[src/rtl/sram_port_arbiter_if.sv]
// Bundle of the write, read-request, read-response and SRAM array port signals
// shared between sram_port_arbiter (slave side) and its requesters/array (master side).
interface sram_port_arbiter_if #(
  parameter int ADDR_W = 11,
  parameter int DATA_W = 16
);
  logic              wr_valid;
  logic              wr_ready;
  logic [ADDR_W-1:0] wr_addr;
  logic [DATA_W-1:0] wr_data;

  logic              rd_req_valid;
  logic              rd_req_ready;
  logic [ADDR_W-1:0] rd_req_addr;

  logic              rd_resp_valid;
  logic              rd_resp_ready;
  logic [DATA_W-1:0] rd_resp_data;

  logic              sram_en;
  logic              sram_wmode;
  logic [ADDR_W-1:0] sram_addr;
  logic [DATA_W-1:0] sram_wdata;
  logic [DATA_W-1:0] sram_rdata;

  modport slave (
    input  wr_valid, wr_addr, wr_data,
    input  rd_req_valid, rd_req_addr,
    input  rd_resp_ready,
    input  sram_rdata,
    output wr_ready, rd_req_ready,
    output rd_resp_valid, rd_resp_data,
    output sram_en, sram_wmode, sram_addr, sram_wdata
  );

  modport master (
    output wr_valid, wr_addr, wr_data,
    output rd_req_valid, rd_req_addr,
    output rd_resp_ready,
    output sram_rdata,
    input  wr_ready, rd_req_ready,
    input  rd_resp_valid, rd_resp_data,
    input  sram_en, sram_wmode, sram_addr, sram_wdata
  );
endinterface

[src/rtl/sram_port_arbiter.sv]
// Single-port SRAM front end: merges write and read-request channels onto the array port
// and buffers read data in a response FIFO. Define SRAM_ARB_RR_EN for round-robin conflicts.
module sram_port_arbiter #(
  parameter int ADDR_W     = 11,
  parameter int DATA_W     = 16,
  parameter int RESP_DEPTH = 3
) (
  input  logic            clock,
  input  logic            reset_n,
  sram_port_arbiter_if.slave bus
);

  localparam int PTR_W = (RESP_DEPTH > 1) ? $clog2(RESP_DEPTH) : 1;
  localparam int OCC_W = $clog2(RESP_DEPTH + 1);

  logic [PTR_W-1:0]  wr_ptr;
  logic [PTR_W-1:0]  rd_ptr;
  logic [OCC_W-1:0]  occ;
  logic              inflight;
  logic [DATA_W-1:0] fifo_mem [RESP_DEPTH];

  logic [OCC_W:0]    reserved;
  logic              rd_ok;
  logic              wr_elig;
  logic              rd_elig;
  logic              grant_wr;
  logic              grant_rd;
  logic              push;
  logic              pop;
  logic              resp_valid;

  function automatic logic [PTR_W-1:0] ptr_next(input logic [PTR_W-1:0] p);
    return (p == PTR_W'(RESP_DEPTH - 1)) ? '0 : p + PTR_W'(1);
  endfunction

  // Slots already spoken for: stored entries plus the read whose data arrives this cycle.
  assign reserved = {1'b0, occ} + (OCC_W + 1)'(inflight);
  assign rd_ok    = reserved < (OCC_W + 1)'(RESP_DEPTH);

  assign wr_elig  = reset_n && bus.wr_valid;
  assign rd_elig  = reset_n && bus.rd_req_valid && rd_ok;

`ifdef SRAM_ARB_RR_EN
  logic rr_favor_rd;
  logic conflict;

  assign conflict = wr_elig && rd_elig;

  always_ff @(posedge clock or negedge reset_n) begin
    if (!reset_n) begin
      rr_favor_rd <= 1'b0;
    end else if (conflict) begin
      rr_favor_rd <= !rr_favor_rd;
    end
  end

  assign grant_wr = wr_elig && !(rd_elig && rr_favor_rd);
`else
  assign grant_wr = wr_elig;
`endif
  assign grant_rd = rd_elig && !grant_wr;

  assign bus.wr_ready     = grant_wr;
  assign bus.rd_req_ready = grant_rd;

  always_comb begin
    bus.sram_en    = 1'b0;
    bus.sram_wmode = 1'b0;
    bus.sram_addr  = '0;
    bus.sram_wdata = '0;
    if (grant_wr) begin
      bus.sram_en    = 1'b1;
      bus.sram_wmode = 1'b1;
      bus.sram_addr  = bus.wr_addr;
      bus.sram_wdata = bus.wr_data;
    end else if (grant_rd) begin
      bus.sram_en    = 1'b1;
      bus.sram_addr  = bus.rd_req_addr;
    end
  end

  assign push       = inflight;
  assign resp_valid = (occ != '0);
  assign pop        = resp_valid && bus.rd_resp_ready;

  assign bus.rd_resp_valid = resp_valid;
  // Masked while empty so stale entries never appear on the response bus.
  assign bus.rd_resp_data  = resp_valid ? fifo_mem[rd_ptr] : '0;

  always_ff @(posedge clock or negedge reset_n) begin
    if (!reset_n) begin
      wr_ptr   <= '0;
      rd_ptr   <= '0;
      occ      <= '0;
      inflight <= 1'b0;
    end else begin
      inflight <= grant_rd;
      if (push) begin
        wr_ptr <= ptr_next(wr_ptr);
      end
      if (pop) begin
        rd_ptr <= ptr_next(rd_ptr);
      end
      if (push && !pop) begin
        occ <= occ + OCC_W'(1);
      end else if (pop && !push) begin
        occ <= occ - OCC_W'(1);
      end
    end
  end

  always_ff @(posedge clock) begin
    if (push) begin
      fifo_mem[wr_ptr] <= bus.sram_rdata;
    end
  end

endmodule
[src/flat_wrapper.sv]
// flat-port wrapper written by rule: the top's interface ports become plain ports
module sram_port_arbiter_flat 
#(
  parameter int ADDR_W     = 11,
  parameter int DATA_W     = 16,
  parameter int RESP_DEPTH = 3
)
  (clock, reset_n, bus_wr_valid, bus_wr_addr, bus_wr_data, bus_rd_req_valid, bus_rd_req_addr, bus_rd_resp_ready, bus_sram_rdata, bus_wr_ready, bus_rd_req_ready, bus_rd_resp_valid, bus_rd_resp_data, bus_sram_en, bus_sram_wmode, bus_sram_addr, bus_sram_wdata);
  sram_port_arbiter_if #(.ADDR_W(ADDR_W), .DATA_W(DATA_W)) bus_i ();
  input  logic clock;
  input  logic reset_n;
  input wire logic [$bits(bus_i.wr_valid)-1:0] bus_wr_valid;
  input wire logic [$bits(bus_i.wr_addr)-1:0] bus_wr_addr;
  input wire logic [$bits(bus_i.wr_data)-1:0] bus_wr_data;
  input wire logic [$bits(bus_i.rd_req_valid)-1:0] bus_rd_req_valid;
  input wire logic [$bits(bus_i.rd_req_addr)-1:0] bus_rd_req_addr;
  input wire logic [$bits(bus_i.rd_resp_ready)-1:0] bus_rd_resp_ready;
  input wire logic [$bits(bus_i.sram_rdata)-1:0] bus_sram_rdata;
  output wire logic [$bits(bus_i.wr_ready)-1:0] bus_wr_ready;
  output wire logic [$bits(bus_i.rd_req_ready)-1:0] bus_rd_req_ready;
  output wire logic [$bits(bus_i.rd_resp_valid)-1:0] bus_rd_resp_valid;
  output wire logic [$bits(bus_i.rd_resp_data)-1:0] bus_rd_resp_data;
  output wire logic [$bits(bus_i.sram_en)-1:0] bus_sram_en;
  output wire logic [$bits(bus_i.sram_wmode)-1:0] bus_sram_wmode;
  output wire logic [$bits(bus_i.sram_addr)-1:0] bus_sram_addr;
  output wire logic [$bits(bus_i.sram_wdata)-1:0] bus_sram_wdata;
  assign bus_i.wr_valid = bus_wr_valid;
  assign bus_i.wr_addr = bus_wr_addr;
  assign bus_i.wr_data = bus_wr_data;
  assign bus_i.rd_req_valid = bus_rd_req_valid;
  assign bus_i.rd_req_addr = bus_rd_req_addr;
  assign bus_i.rd_resp_ready = bus_rd_resp_ready;
  assign bus_i.sram_rdata = bus_sram_rdata;
  assign bus_wr_ready = bus_i.wr_ready;
  assign bus_rd_req_ready = bus_i.rd_req_ready;
  assign bus_rd_resp_valid = bus_i.rd_resp_valid;
  assign bus_rd_resp_data = bus_i.rd_resp_data;
  assign bus_sram_en = bus_i.sram_en;
  assign bus_sram_wmode = bus_i.sram_wmode;
  assign bus_sram_addr = bus_i.sram_addr;
  assign bus_sram_wdata = bus_i.sram_wdata;
  sram_port_arbiter #(.ADDR_W(ADDR_W), .DATA_W(DATA_W), .RESP_DEPTH(RESP_DEPTH)) u_core (.clock(clock), .reset_n(reset_n), .bus(bus_i));
endmodule
[config.mk]
export PLATFORM = sky130hd
export DESIGN_NAME = sram_port_arbiter_flat
export DESIGN_NICKNAME = d
export VERILOG_FILES = /design/src/rtl/sram_port_arbiter_if.sv /design/src/rtl/sram_port_arbiter.sv /design/src/flat_wrapper.sv
export SDC_FILE = /design/constraint.sdc
export NUM_CORES = 1
export LEC_CHECK = 0
export ABC_CLOCK_PERIOD_IN_PS = 2450
export CELL_PAD_IN_SITES_DETAIL_PLACEMENT = 1
export CELL_PAD_IN_SITES_GLOBAL_PLACEMENT = 2
export CORE_MARGIN = 5
export CORE_UTILIZATION = 27
export CTS_CLUSTER_DIAMETER = 40
export DETAILED_ROUTE_END_ITERATION = 16
export GPL_ROUTABILITY_DRIVEN = 0
export HOLD_SLACK_MARGIN = 0.08
export PLACE_DENSITY_LB_ADDON = 0.1
export SLEW_MARGIN = 20
export SYNTH_ARGS = -nofsm -noshare
export SYNTH_HDL_FRONTEND = slang
export SYNTH_SLANG_ARGS = --single-unit
[constraint.sdc]
create_clock -name clock -period 2.45 [get_ports clock]
set_input_delay 0.49 -clock clock [delete_from_list [all_inputs] [get_ports clock]]
set_output_delay 0.49 -clock clock [all_outputs]
set_load 0.02 [all_outputs]
# After elaboration in Yosys (flattened, before gate mapping)
# Memories as Yosys holds them, arrays and structs flattened.
# Cells that the tools add are included.
# op_classes
magnitude_cmp,1
reduce_logical,12
muxes,13
n_eq_ne,2
add_sub_neg,5
# ops
op,n
two-way mux 16 bit,2
two-way mux 11 bit,2
two-way mux 2 bit,4
logical AND 1 bit,7
"adder 2 x 1 -> 2 bit, second input constant",3
two-way mux 1 bit,5
"equality test 2 bit, second input constant",2
nonzero test 2 bit,2
adder 2 x 1 -> 3 bit,1
logical NOT 1 bit,3
"< comparator 3 x 2 -> 1 bit, second input constant",1
"subtractor 2 x 1 -> 2 bit, second input constant",1
# word_totals
wordCells,38
in_bits,59
n_memories,1
output_inout_bits,48
ramBits,48
register_bits,7
# mem_list
memory,words,width,read_ports,rd_clocked_by_memory_dff,write_ports,line,source
u_core.fifo_mem,3,16,1,0,1,sram_port_arbiter.sv:20,logic [DATA_W-1:0] fifo_mem [RESP_DEPTH];

# Depth between registers and ports, before layout
# Gate-level depths: netlist (run 1).
# depth
depth_word,6
mapped_depth,6
depth_no_buf,5

# Worst setup path after synthesis (run 1)
# No wires, ideal clock.
# synth_path
path_kind,register to register
start,register u_core.inflight
end,"memory u_core.fifo_mem[2][0], enable pin"
t_arrival_ns,1.693
required_ns,2.037
n_path_buf,0
synth_period_minus_slack_ns,2.106
path_slack_ns,0.344
setup_time_ns,0.413
path_stages_with_launch,3
cell_sequence,dfrtp_1 > inv_1 > nor3b_1
# synth_via
elab_chain_cells,2
# synth_lines
element,line,source
"start, declared",sram_port_arbiter.sv:19,logic inflight;
"start signal, assigned",sram_port_arbiter.sv:97,inflight <= grant_rd;
two-way mux 1 bit,sram_port_arbiter.sv:113,if (push) begin
two-way mux 1 bit (not written as such),sram_port_arbiter.sv:114,fifo_mem[wr_ptr] <= bus.sram_rdata;
"end, declared",sram_port_arbiter.sv:20,
# No other way between the ends.

# Worst setup path in the final report (run 1)
# layout_path
start,register u_core.inflight
end,output port bus_rd_req_ready
# layout_via
elab_chain_cells,4
# layout_lines
element,line,source
adder 2 x 1 -> 3 bit,sram_port_arbiter.sv:37,"assign reserved = {1'b0, occ} + (OCC_W + 1)'(inflight);"
< comparator 3 x 2 -> 1 bit,sram_port_arbiter.sv:38,assign rd_ok = reserved < (OCC_W + 1)'(RESP_DEPTH);
logical AND 1 bit,sram_port_arbiter.sv:41,assign rd_elig = reset_n && bus.rd_req_valid && rd_ok;
logical AND 1 bit,sram_port_arbiter.sv:61,assign grant_rd = rd_elig && !grant_wr;
"end, declared",flat_wrapper.sv:20,output wire logic [$bits(bus_i.rd_req_ready)-1:0] bus_rd_req_ready;
# No other way between the ends.

==> run_results.csv, run 1 <==
group,metric,value,unit
run_status,status,"completed",
clock_tree,clock_path_buffers,2,
timing,grt_setup_unrepaired,"no",
pwr,p_leak,1.680,nW
clock_tree,clk_latency,300,ps
timing,finClkSkew,6.507,ps
finish,stdcell_count,402,
finish,final_nets,352,
pwr,p_per_area,833.7,nW/um2
worst_setup_path,worstPathArrival,1870,ps
worst_setup_path,reg2reg_slack,660,ps
synthesis,yosysMostFrequentCell,"edfxtp_1",
floorplan,die_w,106.1,um
worst_setup_path,path_max_fanout,6,
routing,drtIter0Drc,48,
routing,wl_per_cell,16.46,um
hold_path,worstHoldPathType,"primary input to async pin",
placed_design,numPortBuffers,106,
pwr,ir_worst_vdd,0.2417,mV
synthesis,ys_warn_count,0,
worst_setup_path,crit_path_start_kind,"register",
synthesis,yosysTopAreaCell,"edfxtp_1",
placed_design,dp.cells,393,
floorplan,initial_utilization,27.39,%
synthesis,yosysSeqAreaShare,64.79,%
synthesis,synth_area_leaders,"edfxtp_1 58%, dfrtp_1 7.0%, mux2i_1 6.4%, mux2_2 6.3%, a22o_2 3.2%",
synthesis,synthArstFlopShare,12.73,%
synthesis,synth-edff-count,48,
timing,layout_min_cycle_time,2358,ps
clock_tree,clk_root_buffer_cell,"clkbuf_8",
finish,area_growth,53.11,%
floorplan,rows,35,
worst_setup_path,cp.required,1960,ps
global_route,grt_max_degree,18,
timing,tightest_slew,594.8,ps
clock_tree,hold_buffers,0,
floorplan,core,9109,um2
routing,via_count,1860,
clock_tree,numClockSinks,55,
global_route,grt-ovfl-total,0,
worst_setup_path,r2r-start,"u_core.occ[0]",
worst_setup_path,worstSetupStartpoint,"u_core.inflight",
synthesis,synth_ff_type,"edfxtp_1",
synthesis,ys_ff_latch,55,
finish,fin_util,41.94,%
routing,drt_first_pass_iters,4,
global_route,grtUsageTotal,11.96,%
placed_design,dp_hpwl,4.998,mm
timing,timing.slew.headroom,59.92,%
routing,route.detailed.drc,0,
timing,fmaxAchievable,0.4242,GHz
timing,hold_violations,0,
global_route,grt_pass1_wl,10.47,mm
timing,fin_crit_sh,96.23,%
pwr,p_total,3.185,mW
worst_setup_path,r2r_cells,5,
floorplan,ios,107,
flow_run,drv_cap,0,
routing,ant_nets,0,
clock_tree,cts_buffers,5,
synthesis,ys_top_cells_by_count,"48 x edfxtp_1, 19 x nor2_1, 16 x mux2i_1",
floorplan,chipHeight,106.1,um
synthesis,synthesis.nets,231,
worst_setup_path,end_kind,"primary output",
synthesis,synth_cell_types,28,
finish,diodes,0,
synthesis,synthCells,169,
synthesis,synth_area,2495,um2
routing,wl,6.618,mm
clock_tree,cts_max_level,2,
worst_setup_path,r2r_end,"u_core.occ[1]",
routing,drt-vias-per-instance,4.627,
floorplan,die_area,11260,um2
synthesis,syn_avg_cell_area,14.76,um2
worst_setup_path,critical_path_class,"register to primary output",
clock_tree,clkTransAtPathRegs,100,ps
global_route,grt_pass1_vias,2143,
finish,layout-drive-gt1-share,25.09,%
timing,slew_viol_final,0,
global_route,antenna_found_initial,0,
synthesis,yosysTopAreaCellShare,57.77,%
timing,setup_viol,0,
clock_tree,cts_tree,"yes",
placed cells by master (no fill, tap or decap), types with 2 or more instances in the layout:
cell type        instances
clkdlybuf4s50_1         59
edfxtp_1                48
dlygate4sd2_1           24
nor2_1                  18
mux2i_1                 16
buf_4                   16
mux2_2                  14
dlymetal6s2s_1          11
buf_2                   11
and3_1                   9
a22o_2                   8
and3_2                   7
dfrtp_1                  7
clkbuf_8                 5
inv_1                    3
a22o_1                   3
a21o_1                   3
ha_1                     3
mux2_1                   2
o21ai_0                  2
and4_4                   2
nand2_1                  2
xor2_1                   2
how the worst max path moves through the flow:
stage                            end  slack (ps)  cells after the start
5_1_grt             bus_rd_req_ready          20                      5
4_1_cts             bus_sram_addr[7]         -20                      6
3_3_place_gp        bus_sram_addr[3]        -320                      5
3_5_place_dp        bus_sram_addr[3]        -340                      5
2_1_floorplan  u_core.fifo_mem[2][0]         340                      2
6_report            bus_rd_req_ready          90                      5
sequential cells by signal, indices dropped and copies added (netlist names):
| name | flops |
|---|---|
| u_core.wr_ptr | 2 |
| u_core.occ | 2 |
| u_core.rd_ptr | 2 |
| u_core.fifo_mem | 48 |
| u_core.inflight | 1 |
critical path, stage by stage, from the launching register on:
cell           delay [ps]
dfrtp_1               390
ha_1                  200
ha_1                  280
nand2_2               100
and4_4                260
dlygate4sd2_1         340
per-stage QoR:
| step | TNS, ps | cell area, um2 | hold slack, ps | worst slack, ps |
|---|---|---|---|---|
| 3_5_place_dp | -4893 | 3776 | 556.7 | -340.6 |
| 5_1_grt | 0 | 3820 | 593.5 | 16.16 |
| 2_1_floorplan | 0 | 2495 | 194.4 | 344.0 |
| 4_1_cts | -20.91 | 3815 | 572.7 | -20.91 |
| 6_report | 0 | 3820 | 563.3 | 92.39 |
| 3_3_place_gp | -4472 | 3776 | 547.2 | -323.8 |
kinds of logic after synthesis:
group | after synthesis | synth area share (%)
mux | 32 | 13.64
simple gates | 46 | 9.880
buf+inv | 13 | 3.310
fa+ha+maj | 3 | 1.505
xor+xnor | 3 | 1.053
flops | 55 | 64.79
compound gates | 17 | 5.818
report_power, final:
group / switching [mW] / total, mW / leakage (nW) / internal [mW]
Sequential: 0.0477 / 1.17 / 0.521 / 1.12
Combinational: 0.794 / 1.53 / 1.12 / 0.736
Clock: 0.288 / 0.488 / 0.0418 / 0.200
cell type report:
cell class | instances | area [um2]
Fill cell | 987 | 5289
Sequential cell | 55 | 1617
Timing Repair Buffer | 123 | 1139
Multi-Input combinational cell | 102 | 825.8
Tap cell | 111 | 138.9
Clock buffer | 5 | 68.82
Clock inverter | 3 | 20.02
Inverter | 3 | 11.26
timing repair:
action | 4_1_cts | 5_1_grt
gates cloned | 1 | 0
setup buffers | 0 | 0
pin swaps | 1 | 0
setup endpoints to repair | 37 | 15
gates resized for setup | 70 | 16
routing by layer:
layer	share of wire (%)	vias up	routed length [um]	global-route usage, %
met5	0	-	0	0
met4	1.1	0	72	3.330
met3	13	4	870	7.225
met2	48	91	3187	21.27
met1	38	887	2487	11.62
li1	-	878	-	-
Power figures use the tool's default switching activity.
==> run 2, diff against run 1 <==
--- a/config.mk
+++ b/config.mk
@@ -5,11 +5,11 @@
 export SDC_FILE = /design/constraint.sdc
 export NUM_CORES = 1
 export LEC_CHECK = 0
-export ABC_CLOCK_PERIOD_IN_PS = 2450
+export ABC_CLOCK_PERIOD_IN_PS = 2950
 export CELL_PAD_IN_SITES_DETAIL_PLACEMENT = 1
 export CELL_PAD_IN_SITES_GLOBAL_PLACEMENT = 2
-export CORE_MARGIN = 5
-export CORE_UTILIZATION = 27
+export CORE_MARGIN = 2
+export CORE_UTILIZATION = 29
 export CTS_CLUSTER_DIAMETER = 40
 export DETAILED_ROUTE_END_ITERATION = 16
 export GPL_ROUTABILITY_DRIVEN = 0
==> constraint.sdc (replaced) <==
create_clock -name clock -period 2.95 [get_ports clock]
set_input_delay 0.59 -clock clock [delete_from_list [all_inputs] [get_ports clock]]
set_output_delay 0.59 -clock clock [all_outputs]
set_load 0.02 [all_outputs]
==> run 2 against run 1 <==
Compared with the run above: flip-flop and latch count stayed put; clock power is 21% lower; highest routed layer unchanged; worst setup slack better by 13 ps.
==> run_results.csv, run 2 (synthesis gave the netlist of run 1 again) <==
group,metric,value,unit
global_route,grt_pass1_wl,10.43,mm
timing,fmaxAchievable,0.3516,GHz
global_route,grtUsageMet1,15.40,%
finish,layout_common_cells,"95 x clkdlybuf4s50_1, 48 x edfxtp_1, 18 x nor2_1, 17 x buf_4, 16 x mux2i_1",
routing,via_count,1840,
pwr,swShare,34.53,%
timing,tightest_slew,587.6,ps
pwr,ir_worst_vdd,0.2391,mV
global_route,grt-ovfl-total,0,
global_route,busiest_layer,"met2",
timing,fin_setup_tns,0,ps
clock_tree,cts_tree,"yes",
clock_tree,cts_buffers,5,
placed_design,dpl-instance-area,3741,um2
timing,timing.slew.headroom,60.65,%
worst_setup_path,cp.required,2360,ps
routing,wl,6.410,mm
finish,final_nets,351,
pwr,p_per_area,694.8,nW/um2
pwr,combPwrFrac,47.7,%
finish,top_register,"u_core.fifo_mem",
floorplan,chipHeight,96.75,um
clock_tree,clkTransAtPathRegs,90,ps
finish,area_growth,53.71,%
routing,drt_first_pass_iters,3,
clock_tree,clk_root_buffer_cell,"clkbuf_8",
global_route,grt_pass1_vias,2141,
flow_run,drv_cap,0,
timing,grt_setup_unrepaired,"no",
floorplan,die_w,96.75,um
timing,setup_viol,0,
routing,wl_per_cell,16.27,um
global_route,grt_max_degree,24,
hold_path,worstHoldPathType,"register to register",
global_route,grtUsageTotal,14.15,%
worst_setup_path,path_max_fanout,13,
pwr,pwr-share-seq,37.9,%
timing,setup_ws,105.8,ps
timing,finClkSkew,2.349,ps
worst_setup_path,crit_path_start_kind,"primary input",
timing,hold_violations,0,
finish,final_cell_area,3835,um2
clock_tree,hold_buffers,0,
floorplan,core,8258,um2
floorplan,initial_utilization,30.21,%
routing,drt-vias-per-instance,4.670,
worst_setup_path,worstPathArrival,2250,ps
timing,fin_crit_sh,96.41,%
routing,drtIter0Drc,34,
timing,layout_min_cycle_time,2844,ps
pwr,clockPowerShare,14.4,%
finish,stdcell_count,394,
global_route,met3_usage,5.708,%
worst_setup_path,critical_path_class,"primary input to primary output",
clock_tree,numClockSinks,55,
pwr,intPower,1.745,mW
finish,mostFrequentLayoutCell,"clkdlybuf4s50_1",
floorplan,die_area,9361,um2
clock_tree,clock_path_buffers,2,
finish,largest_reg_flops,48,
worst_setup_path,end_kind,"primary output",
timing,slew_viol_final,0,
placed_design,pre_cts_slack,-30.67,ps
floorplan,ios,107,
floorplan,rows,33,
clock_tree,clk_latency,300,ps
finish,diodes,0,
placed_design,dp_hpwl,4.813,mm
run_status,status,"completed",
pwr,p_sw,0.9200,mW
clock_tree,cts_max_level,2,
global_route,antenna_found_initial,0,
timing,finalHoldWorstSlack,540.7,ps
pwr,p_leak,1.529,nW
routing,route.detailed.drc,0,
routing,ant_nets,0,
placed_design,dp.cells,385,
global_route,grt_use_met2,25.21,%
finish,layout-drive-gt1-share,19.72,%
placed_design,numPortBuffers,106,
run 2: layout make-up:
cell class,count,area [um2]
Clock buffer,5,68.82
Clock inverter,2,8.758
Fill cell,860,4423
Inverter,3,11.26
Multi-Input combinational cell,101,808.3
Sequential cell,55,1617
Tap cell,105,131.4
Timing Repair Buffer,123,1190
run 2: per-stage QoR:
stage / total power [mW] / util (%)
after global routing: 2.816 / 46.44
final: 2.665 / 46.44
after CTS: 2.711 / 46.32
after global placement: 2.308 / 45.30
after detailed placement: 2.325 / 45.30
after floorplan: 1.738 / -
run 2: path summary, 6_finish.rpt:
check | slack (ps) | cells after the start | endpoint | start
min in group asynchronous | 690 | 2 | u_core.wr_ptr[1] | reset_n
worst min register to register | 540 | 1 | u_core.occ[1] | u_core.occ[1]
worst max register to register | 1230 | 4 | u_core.occ[1] | u_core.occ[0]
max in group asynchronous | 2070 | 2 | u_core.rd_ptr[1] | reset_n
worst max-delay path | 110 | 5 | bus_sram_wmode | reset_n
worst min-delay path | 540 | 1 | u_core.occ[1] | u_core.occ[1]
run 2: critical path, cell delays in order:
cell and delay, ps:
clkdlybuf4s50_1 500, buf_4 120, and2_2 290, buf_4 160, clkdlybuf4s50_1 590
run 2: layer usage:
metal  vias up  share of wire, %
li1        870                 -
met1       878                39
met2        86                50
met3         6               9.8
met4         0               1.3
met5         -                 0
run 2: repair_timing:
action / CTS / global route
gates resized for setup: 7 / 4
pin swaps: 1 / 0
endpoints found under the setup margin: 11 / 4
setup buffers: 2 / 0
run 2: power by group through the flow:
stage | Clock [mW] | Combinational [mW] | Sequential [mW]
global placement | 0 | 1.28 | 1.02
floorplan | 0 | 0.756 | 0.982
detailed placement | 0 | 1.30 | 1.03
finish | 0.385 | 1.27 | 1.01
global route | 0.421 | 1.37 | 1.02
CTS | 0.399 | 1.30 | 1.01
==> run 3, diff against run 2 <==
--- a/config.mk
+++ b/config.mk
@@ -15,7 +15,6 @@
 export GPL_ROUTABILITY_DRIVEN = 0
 export HOLD_SLACK_MARGIN = 0.08
 export PLACE_DENSITY_LB_ADDON = 0.1
-export SLEW_MARGIN = 20
 export SYNTH_ARGS = -nofsm -noshare
 export SYNTH_HDL_FRONTEND = slang
 export SYNTH_SLANG_ARGS = --single-unit
==> constraint.sdc (replaced) <==
create_clock -name clock -period 2.95 [get_ports clock]
set_input_delay 0.59 -clock clock [delete_from_list [all_inputs] [get_ports clock]]
set_output_delay 0.59 -clock clock [all_outputs]
set_load 0.01 [all_outputs]
==> run 3 against run 2 <==
Compared with the run above: global-route usage shrank 0.59 points; first-iteration DRC count shrank 35%; sequential power is essentially flat; routed wire length grew 1.0%; via count grew 0.65%; non-clock buffer count grew 2; worst setup slack gained 7.1 ps.
==> run_results.csv, run 3 (synthesis gave the netlist of run 1 again) <==
group,metric,value,unit
worst_setup_path,critical_path_class,"primary input to primary output",
worst_setup_path,path_max_fanout,6,
pwr,combPwrFrac,43.9,%
pwr,p_leak,1.575,nW
finish,area_growth,56.97,%
worst_setup_path,end_kind,"primary output",
placed_design,dp_hpwl,4.726,mm
timing,slew_viol_final,0,
pwr,clockPowerShare,18.2,%
routing,wl_per_cell,16.27,um
floorplan,chipHeight,96.75,um
worst_setup_path,worstPathArrival,2250,ps
clock_tree,numClockSinks,55,
pwr,pwr-share-seq,37.9,%
timing,fin_crit_sh,96.17,%
pwr,ir_worst_vdd,0.2113,mV
finish,largest_reg_flops,48,
worst_setup_path,crit_path_start_kind,"primary input",
timing,tightest_slew,604.5,ps
global_route,antenna_found_initial,0,
finish,layout-drive-gt1-share,21.84,%
timing,timing.slew.headroom,59.52,%
clock_tree,cts_tree,"yes",
placed_design,dp.cells,384,
floorplan,core,8258,um2
timing,setup_viol,0,
floorplan,initial_utilization,30.21,%
clock_tree,clk_root_buffer_cell,"clkbuf_8",
clock_tree,cts_buffers,5,
pwr,p_total,2.652,mW
finish,stdcell_count,398,
pwr,p_per_area,677.2,nW/um2
finish,layout_common_cells,"99 x clkdlybuf4s50_1, 48 x edfxtp_1, 19 x buf_4, 18 x nor2_1, 16 x mux2i_1",
routing,drt_first_pass_iters,4,
timing,fin_setup_tns,0,ps
floorplan,rows,33,
clock_tree,clk_latency,300,ps
routing,wl,6.474,mm
routing,drtIter0Drc,22,
run_status,status,"completed",
flow_run,drv_cap,0,
pwr,intPower,1.862,mW
timing,grt_setup_unrepaired,"no",
worst_setup_path,cp.required,2360,ps
routing,route.detailed.drc,0,
global_route,grtUsageTotal,13.56,%
floorplan,die_w,96.75,um
floorplan,die_area,9361,um2
pwr,p_sw,0.7904,mW
routing,via_count,1852,
clock_tree,cts_max_level,2,
floorplan,ios,107,
finish,top_register,"u_core.fifo_mem",
timing,layout_min_cycle_time,2837,ps
timing,hold_violations,0,
clock_tree,clock_path_buffers,2,
global_route,grt-ovfl-total,0,
timing,finClkSkew,13.68,ps
global_route,grt_max_degree,24,
global_route,grt_pass1_vias,2061,
timing,fmaxAchievable,0.3525,GHz
global_route,grt_pass1_wl,10.06,mm
finish,mostFrequentLayoutCell,"clkdlybuf4s50_1",
routing,drt-vias-per-instance,4.653,
routing,ant_nets,0,
hold_path,worstHoldPathType,"register to register",
placed_design,numPortBuffers,106,
clock_tree,clkTransAtPathRegs,90,ps
pwr,swShare,29.81,%
finish,diodes,0,
finish,final_nets,354,
[run 3: power groups by stage]
stage	Clock, mW	Combinational (mW)	Sequential, mW
6_report	0.482	1.16	1.01
5_1_grt	0.525	1.28	1.02
3_3_place_gp	0	1.15	1.02
2_1_floorplan	0	0.623	0.982
4_1_cts	0.495	1.16	1.01
3_5_place_dp	0	1.16	1.03
[run 3: final cells by class]
type	count	area, um2
Fill cell	872	4342
Sequential cell	55	1618
Timing Repair Buffer	125	1221
Multi-Input combinational cell	102	824.5
Tap cell	105	131.4
Clock buffer	6	72.57
Clock inverter	2	37.54
Inverter	3	11.26
[run 3: through the flow]
| step | hold WS, ps | util [%] | instance area (um2) | setup slack (ps) |
|---|---|---|---|---|
| after floorplan | 294.4 | - | 2495 | 844.0 |
| after global placement | 509.0 | 45.21 | 3734 | 42.80 |
| after detailed placement | 510.6 | 45.21 | 3734 | 40.89 |
| after CTS | 537.3 | 46.55 | 3844 | 4.443 |
| after global routing | 547.0 | 47.42 | 3916 | 23.28 |
| final | 517.3 | 47.42 | 3916 | 112.9 |
[run 3: path summary, 6_finish.rpt]
path / start / to / slack [ps] / cells after the start
worst max-delay path: reset_n / bus_sram_addr[0] / 110 / 5
worst min-delay path: u_core.occ[0] / u_core.occ[0] / 520 / 1
worst max register to register: u_core.inflight / u_core.fifo_mem[2][12] / 1220 / 4
worst min register to register: u_core.occ[0] / u_core.occ[0] / 520 / 1
max in group asynchronous: reset_n / u_core.occ[0] / 2050 / 2
min in group asynchronous: reset_n / u_core.rd_ptr[1] / 690 / 2
[run 3: routing by layer]
metal / wire length (um) / share of wire (%) / GRT usage [%] / up-vias
met5: 0 / 0 / 0 / -
met4: 49 / 0.76 / 3.250 / 0
met3: 730 / 11 / 7.009 / 2
met2: 3240 / 50 / 23.24 / 85
met1: 2454 / 38 / 14.92 / 884
li1: - / - / - / 881
[run 3: worst max-delay path, stage by stage]
cell and delay [ps]:
clkdlybuf4s50_1 510, nor2b_2 190, and4_4 290, a22o_1 140, clkdlybuf4s50_1 530
[run 3: what timing repair did]
action	4_1_cts	5_1_grt
pin swaps	1	1
hold buffers	0	0
cloned	0	1
buffers inserted	0	5
gates resized for setup	0	11
endpoints found under the setup margin	4	11
